--- src/rtl/daub4_lift_stream.sv ---
// Streaming one-level DAUB-4 lifting DWT, interleaved channels.
// Input pair register, then d1, then s1/d2 with history, then scaled outputs.
module daub4_lift_stream #(
    parameter int DATA_W   = 32,
    parameter int FRAC     = 16,
    parameter int CHANNELS = 1,
    parameter int CH_W     = (CHANNELS > 1) ? $clog2(CHANNELS) : 1,
    parameter logic signed [DATA_W-1:0] C_ALPHA = 32'hFFFE4498,
    parameter logic signed [DATA_W-1:0] C_BETA  = 32'h00006EDA,
    parameter logic signed [DATA_W-1:0] C_GAMMA = 32'hFFFFEEDA,
    parameter logic signed [DATA_W-1:0] C_KL    = 32'h0001EE8E,
    parameter logic signed [DATA_W-1:0] C_KH    = 32'h00008484
) (
    input  logic              clk,
    input  logic              resetn,
    input  logic              in_valid,
    output logic              in_ready,
    input  logic [DATA_W-1:0] in_data,
    input  logic [CH_W-1:0]   in_ch,
    input  logic              in_first,
    input  logic              in_last,
    output logic              out_valid,
    input  logic              out_ready,
    output logic [DATA_W-1:0] out_l,
    output logic [DATA_W-1:0] out_h,
    output logic [CH_W-1:0]   out_ch,
    output logic              out_last,
    output logic              frame_err
);
    localparam int NCH = 1 << CH_W;
    typedef logic signed [DATA_W-1:0] word_t;

    function automatic word_t mul(input word_t a, input word_t b);
        logic signed [2*DATA_W-1:0] p;
        p = (2*DATA_W)'(a) * (2*DATA_W)'(b);
        return word_t'(p >>> FRAC);
    endfunction

    logic  ph  [NCH];
    logic  pf  [NCH];
    word_t pe  [NCH];
    word_t d1p [NCH];
    word_t s1p [NCH];

    logic  advance, acc, ch_ok, form, fclr;
    word_t fe, fo;

    logic            p_v, p_last, p_clr;
    logic [CH_W-1:0] p_ch;
    word_t           p_e, p_o;

    logic            s1_v, s1_last, s1_clr;
    logic [CH_W-1:0] s1_ch;
    word_t           s1_e, s1_d1;

    logic            s2_v, s2_last;
    logic [CH_W-1:0] s2_ch;
    word_t           s2_s1, s2_d2;

    word_t h_d1p, h_s1p, s1n, d2n;

    assign advance  = !out_valid | out_ready;
    assign in_ready = advance;
    assign acc      = in_valid & advance;
    assign ch_ok    = int'(in_ch) < CHANNELS;

    // A first beat always behaves as even; its pair carries a history clear
    always_comb begin
        form = 1'b1;
        fe   = pe[in_ch];
        fo   = in_data;
        fclr = pf[in_ch];
        if (in_first || !ph[in_ch]) begin
            form = in_last;
            fe   = in_data;
            fo   = '0;
            fclr = in_first;
        end
    end

    always_comb begin
        h_d1p = s1_clr ? '0 : d1p[s1_ch];
        h_s1p = s1_clr ? '0 : s1p[s1_ch];
        s1n   = s1_e + mul(C_BETA, s1_d1) + mul(C_GAMMA, h_d1p);
        d2n   = s1_d1 + h_s1p;
    end

    always_ff @(posedge clk) begin
        if (!resetn) begin
            for (int i = 0; i < NCH; i++) begin
                ph[i]  <= 1'b0;
                pf[i]  <= 1'b0;
                pe[i]  <= '0;
                d1p[i] <= '0;
                s1p[i] <= '0;
            end
            frame_err <= 1'b0;
            p_v <= 1'b0; p_last <= 1'b0; p_clr <= 1'b0;
            p_ch <= '0; p_e <= '0; p_o <= '0;
            s1_v <= 1'b0; s1_last <= 1'b0; s1_clr <= 1'b0;
            s1_ch <= '0; s1_e <= '0; s1_d1 <= '0;
            s2_v <= 1'b0; s2_last <= 1'b0;
            s2_ch <= '0; s2_s1 <= '0; s2_d2 <= '0;
            out_valid <= 1'b0;
            out_l     <= '0;
            out_h     <= '0;
            out_ch    <= '0;
            out_last  <= 1'b0;
        end else begin
            if (acc && ch_ok) begin
                if (in_first && ph[in_ch])
                    frame_err <= 1'b1;
                if (form) begin
                    ph[in_ch] <= 1'b0;
                end else begin
                    ph[in_ch] <= 1'b1;
                    pe[in_ch] <= in_data;
                    pf[in_ch] <= in_first;
                end
            end
            if (advance) begin
                p_v    <= acc & ch_ok & form;
                p_e    <= fe;
                p_o    <= fo;
                p_ch   <= in_ch;
                p_last <= in_last;
                p_clr  <= fclr;

                s1_v    <= p_v;
                s1_e    <= p_e;
                s1_d1   <= p_o + mul(C_ALPHA, p_e);
                s1_ch   <= p_ch;
                s1_last <= p_last;
                s1_clr  <= p_clr;

                s2_v    <= s1_v;
                s2_s1   <= s1n;
                s2_d2   <= d2n;
                s2_ch   <= s1_ch;
                s2_last <= s1_last;
                if (s1_v) begin
                    d1p[s1_ch] <= s1_d1;
                    s1p[s1_ch] <= s1n;
                end

                out_valid <= s2_v;
                out_l     <= mul(C_KL, s2_s1);
                out_h     <= mul(C_KH, s2_d2);
                out_ch    <= s2_ch;
                out_last  <= s2_last;
            end
        end
    end
endmodule
--- config.mk ---
export PLATFORM = sky130hd
export DESIGN_NAME = daub4_lift_stream
export DESIGN_NICKNAME = d
export VERILOG_FILES = /design/src/rtl/daub4_lift_stream.sv
export SDC_FILE = /design/constraint.sdc
export NUM_CORES = 2
export LEC_CHECK = 0
export BUFFER_PORTS_ARGS = -buffer_cell sky130_fd_sc_hd__buf_2
export CAP_MARGIN = 20
export CORE_MARGIN = 5
export CORE_UTILIZATION = 60
export CTS_CLUSTER_SIZE = 30
export DETAILED_ROUTE_END_ITERATION = 10
export PLACE_DENSITY = 0.77
export SYNTH_ARGS = -nofsm -noshare
export SYNTH_HDL_FRONTEND = slang
export SYNTH_SLANG_ARGS = --single-unit
--- constraint.sdc ---
create_clock -name clk -period 11.8 [get_ports clk]
set_input_delay 1.77 -clock clk [delete_from_list [all_inputs] [get_ports clk]]
set_output_delay 1.77 -clock clk [all_outputs]
set_load 0.05 [all_outputs]
# ---- Word-level counts from Yosys, hierarchy flattened
# Memory sizes are Yosys's and may differ from the RTL's. A register that Yosys moved wholly into a read port is not among the register bits.
# Cells that the tools add are included.
dict set report word_totals {
  regBits 271
  ram_bits 196
  mem_count 5
  out_inout_bits 69
}
# name depth word_bits read_ports rd_clocked_by_memory_dff wr line_no
set memory_table {}
lappend memory_table {d1p 2 32 1 1 2 42} ;# word_t d1p [NCH];
lappend memory_table {pe 2 32 1 0 2 41} ;# word_t pe [NCH];
lappend memory_table {s1p 2 32 1 1 2 43} ;# word_t s1p [NCH];
lappend memory_table {pf 2 1 1 0 2 40} ;# logic pf [NCH];
lappend memory_table {ph 2 1 1 0 2 39} ;# logic ph [NCH];
dict set report op_classes {
  addsub 4
  muxes 39
  bitwise_logic 5
  magnitude_cmp 1
  multipliers 5
  n_reduce_logical 11
}
# operator n
set ops {}
lappend ops {{2-to-1 mux 32 bit} 7}
lappend ops {{adder 32 bit} 3}
lappend ops {{OR reduction 32 bit} 3}
lappend ops {{multiplier 15 x 32 -> 47 bit, first input constant} 1}
lappend ops {{multiplier 17 x 32 -> 47 bit, first input constant} 1}
lappend ops {{multiplier 15 x 32 -> 46 bit, first input constant} 1}
lappend ops {{multiplier 13 x 32 -> 45 bit, first input constant} 1}
lappend ops {{multiplier 15 x 32 -> 45 bit, first input constant} 1}
lappend ops {{adder 32 x 30 -> 32 bit} 1}
lappend ops {{2-to-1 mux 1 bit} 32}
lappend ops {{AND 1 bit} 3}
lappend ops {{logical AND 1 bit} 2}
lappend ops {{zero test 1 bit} 2}
lappend ops {{bitwise OR 1 bit} 2}
lappend ops {{AND reduction 2 bit} 1}
lappend ops {{OR reduction 1 bit} 2}
lappend ops {{logical OR 1 bit} 1}
lappend ops {{< comparator 1 bit, second input constant} 1}

# ---- Logic depth before layout (Yosys ltp)
# An unclocked memory read counts as a cell.
dict set report depth {
  ltp_word 11
  depth_mapped 41
  mapped_depth_nobuf 39
}

# ---- Worst setup path after synthesis
# OpenSTA, ideal clock, no wires.
dict set report synth_path {
  path_type {reg-to-reg}
  from {register (tool-made name)}
  to {memory s1p[1][30] (netlist name), data pin}
  stages_incl_launch_ff 38
  n_path_buf 2
  t_arrival_ps 9198
  setup_ps 266
  path_slack_ps 2336
  path_cell_list {dfxtp_1 buf_1 clkbuf_1 mux2i_1 or2_2 inv_1 ha_1 inv_1 fa_1 fa_1 inv_1 fa_1 fa_1 fa_1 ha_1 a21oi_1 o21ai_0 a32oi_1 [... 2 more ...] nor3b_1 nor2b_1 o21a_1 or2_2 fa_1 inv_1 ha_1 a21o_1 a21o_1 a21oi_1 o21ai_0 a221o_1 a21o_1 a32o_1 o31a_1 a211oi_1 xor2_1 nor2_1}
}
# element line_no
set synth_lines {}
lappend synth_lines {{end, declared} 43}

==> impl_metrics.py <==
metrics = {
    "outcome": {
        "status": "finished, final reports clean",
    },
    "run": {
        "cap_viol_max_count": 0,
    },
    "clocking": {
        "ctsHoldBuffers": 0,
        "post_cts_resized": 0,
        "cts_buffers": 54,
        "cts_sinks": 468,
        "postCtsSetupBuffers": 0,
        "cts_tree": "built",
        "root_buffer": "clkbuf_16",
        "clock_path_buffers": 3,
        "htreeDepth": 2,
        "clk_latency_ns": 0.66,
        "cts.clk_slew.worst_paths_ns": 0.07,
    },
    "synth": {
        "async_flop_share": 0,
        "yosysWarnings": 0,
        "yosysSeqAreaShare": 0.181,
        "synthDistinctLibCells": 83,
        "synth_area_leaders": "fa_1, ha_1, edfxtp_1",
        "syn_area_um2": 62300,
        "yosys.area.top_type_share": 0.298,
        "syn-instance-count": 6359,
        "synth_seq_cells": 468,
        "synth.most_common_cell": "inv_1",
        "yosys_most_used_dff": "dfxtp_1",
        "synth_edf_count": 192,
        "synthTopCellsByCount": "inv_1, ha_1, fa_1",
        "syn_area_per_cell_um2": 9.80,
        "yosysTopAreaCell": "fa_1",
    },
    "detailed_routing": {
        "wl_met1_mm": 66.0,
        "vias_per_cell": 5.61,
        "wl_per_cell_um": 19.5,
        "wl_met3_mm": 9.32,
        "drt_wl_total_mm": 154,
        "dr.max_layer_used": "met4",
        "drcViolationCount": 0,
        "dr_wl_met2_mm": 72.5,
        "num_vias": 44200,
        "firstDrtPassIters": 5,
        "drt_iter0_drc": 2859,
        "antenna_left": 0,
    },
    "setup_path": {
        "path_class": "reg -> reg",
        "cp.required_ns": 12.17,
        "endpoint_kind": "flop",
        "critPathMaxStageDelay_ns": 0.74,
        "path_max_fanout": 35,
        "path_delay_family": "adder cells",
        "worst_setup_path_start_kind": "flop",
        "crit_arrival_ns": 10.56,
        "slowest_stage": "dfxtp_4",
        "path_buf_inv": 4,
        "cpMostUsedCell": "fa_1",
    },
    "timing": {
        "hold_viol": 0,
        "min_period_ns": 10.19,
        "drv_slew": 0,
        "tightestPinTransition_ns": 0.972,
        "finalCritPeriodShare": 0.863,
        "final-setup-viol-count": 0,
        "tns_ns": 0,
        "rsz0062_at_grt": "no",
        "max_freq_ghz": 0.0982,
        "whs_ns": 0.448,
        "finClkSkew_ns": 0.0358,
        "slew_headroom": 0.352,
        "fin_ws_ns": 1.61,
    },
    "floorplan": {
        "die_h_um": 332,
        "start_util": 0.603,
        "pin_count": 108,
        "num_rows": 118,
        "fp.coreArea_um2": 103000,
        "die_w_um": 332,
        "dieArea_um2": 110000,
    },
    "grt": {
        "grt_pass1_vias": 46500,
        "grt_pass1_wl_mm": 250,
        "grt_overflow": 0,
        "grt_usage": 0.282,
        "grt_max_degree": 136,
        "antenna_found_initial": 1,
    },
    "finish": {
        "reg.largest.list": "d1p: 64 flops, pe: 64 flops, s1p: 64 flops",
        "design_area_um2": 66400,
        "final_nets": 8354,
        "drive_above_1_share": 0.0490,
        "area_growth_pct": 6.58,
        "fillCellCount": 8362,
    },
    "placement": {
        "place_congestion": 0.970,
        "io_buffers": 107,
        "place_area_um2": 64500,
        "dp_hpwl_mm": 125,
        "pre_cts_slack_ns": 1.71,
    },
    "worst_hold_path": {
        "hold_class": "reg -> reg",
    },
}
[worst register-to-register path: cells and delay by family, from the launching register on]
kind	cells	cell delay, ns
xor+xnor	2	0.46
flops	1	0.74
mux	1	0.22
compound gates	14	3.10
fa+ha+maj	9	3.71
buf+inv	4	0.43
simple gates	6	1.25
[cell usage in the layout (no fill, tap or decap), types with 37 or more instances in the layout]
master        n
nor3_1       41
o21ai_0     156
clkbuf_16    55
fa_1        928
buf_2       107
nor2b_1      37
nor2_1      280
mux2i_1     102
nand3_1      53
or2_2        45
edfxtp_1    192
and2_1      109
a21o_1      133
dfxtp_1     274
xor2_1      113
a21oi_1     362
nand2_1     435
ha_1        942
o211ai_1     42
xnor2_1     159
inv_1      1396
[stage by stage]
stage	util	std cells
4_1_cts	0.642	7870
5_1_grt	0.643	7871
3_5_place_dp	0.624	7768
3_3_place_gp	0.624	7768
2_1_floorplan	-	6390
6_report	0.643	7873
[logic make-up (layout without fill, tap and decap cells)]
group           Yosys count  in the layout  share of synthesized area
simple gates           1130           1130                     0.0833
flops                   468            468                      0.181
mux                     102            102                     0.0164
buf+inv                1536           1637                     0.0925
other cells               1             34                  0.0000602
xor+xnor                273            273                     0.0386
compound gates          979            979                      0.101
fa+ha+maj              1870           1870                      0.487
[layer usage]
layer  track usage  vias up
li1              -    20600
met4        0.0888        0
met5             0        -
met3        0.0388      272
met1         0.389    22000
met2         0.469     1245
[path summary, 6_finish.rpt]
check | to | slack (ns) | cells past startpoint | start
worst min-delay path | out_l[19] | 0.45 | 2 | out_l[19]
worst min register to register | out_l[19] | 0.45 | 2 | out_l[19]
worst max register to register | s1p[1][30] | 1.61 | 36 | flop
worst max-delay path | s1p[1][30] | 1.61 | 36 | flop
[final cells by class]
cell class | count | area (um2) | share of cell area
Multi-Input combinational cell | 4386 | 45400 | 0.684
Inverter | 1399 | 5260 | 0.0792
Clock inverter | 33 | 434 | 0.00654
Timing Repair Buffer | 136 | 786 | 0.0118
Antenna cell | 2 | 5.00 | 0.0000753
Sequential cell | 468 | 11300 | 0.170
Clock buffer | 69 | 1490 | 0.0224
Tap cell | 1380 | 1730 | 0.0260
Power is left out: the tool's default activity adds up to more than one toggle a clock period on the data nets, which glitch-free logic cannot reach.
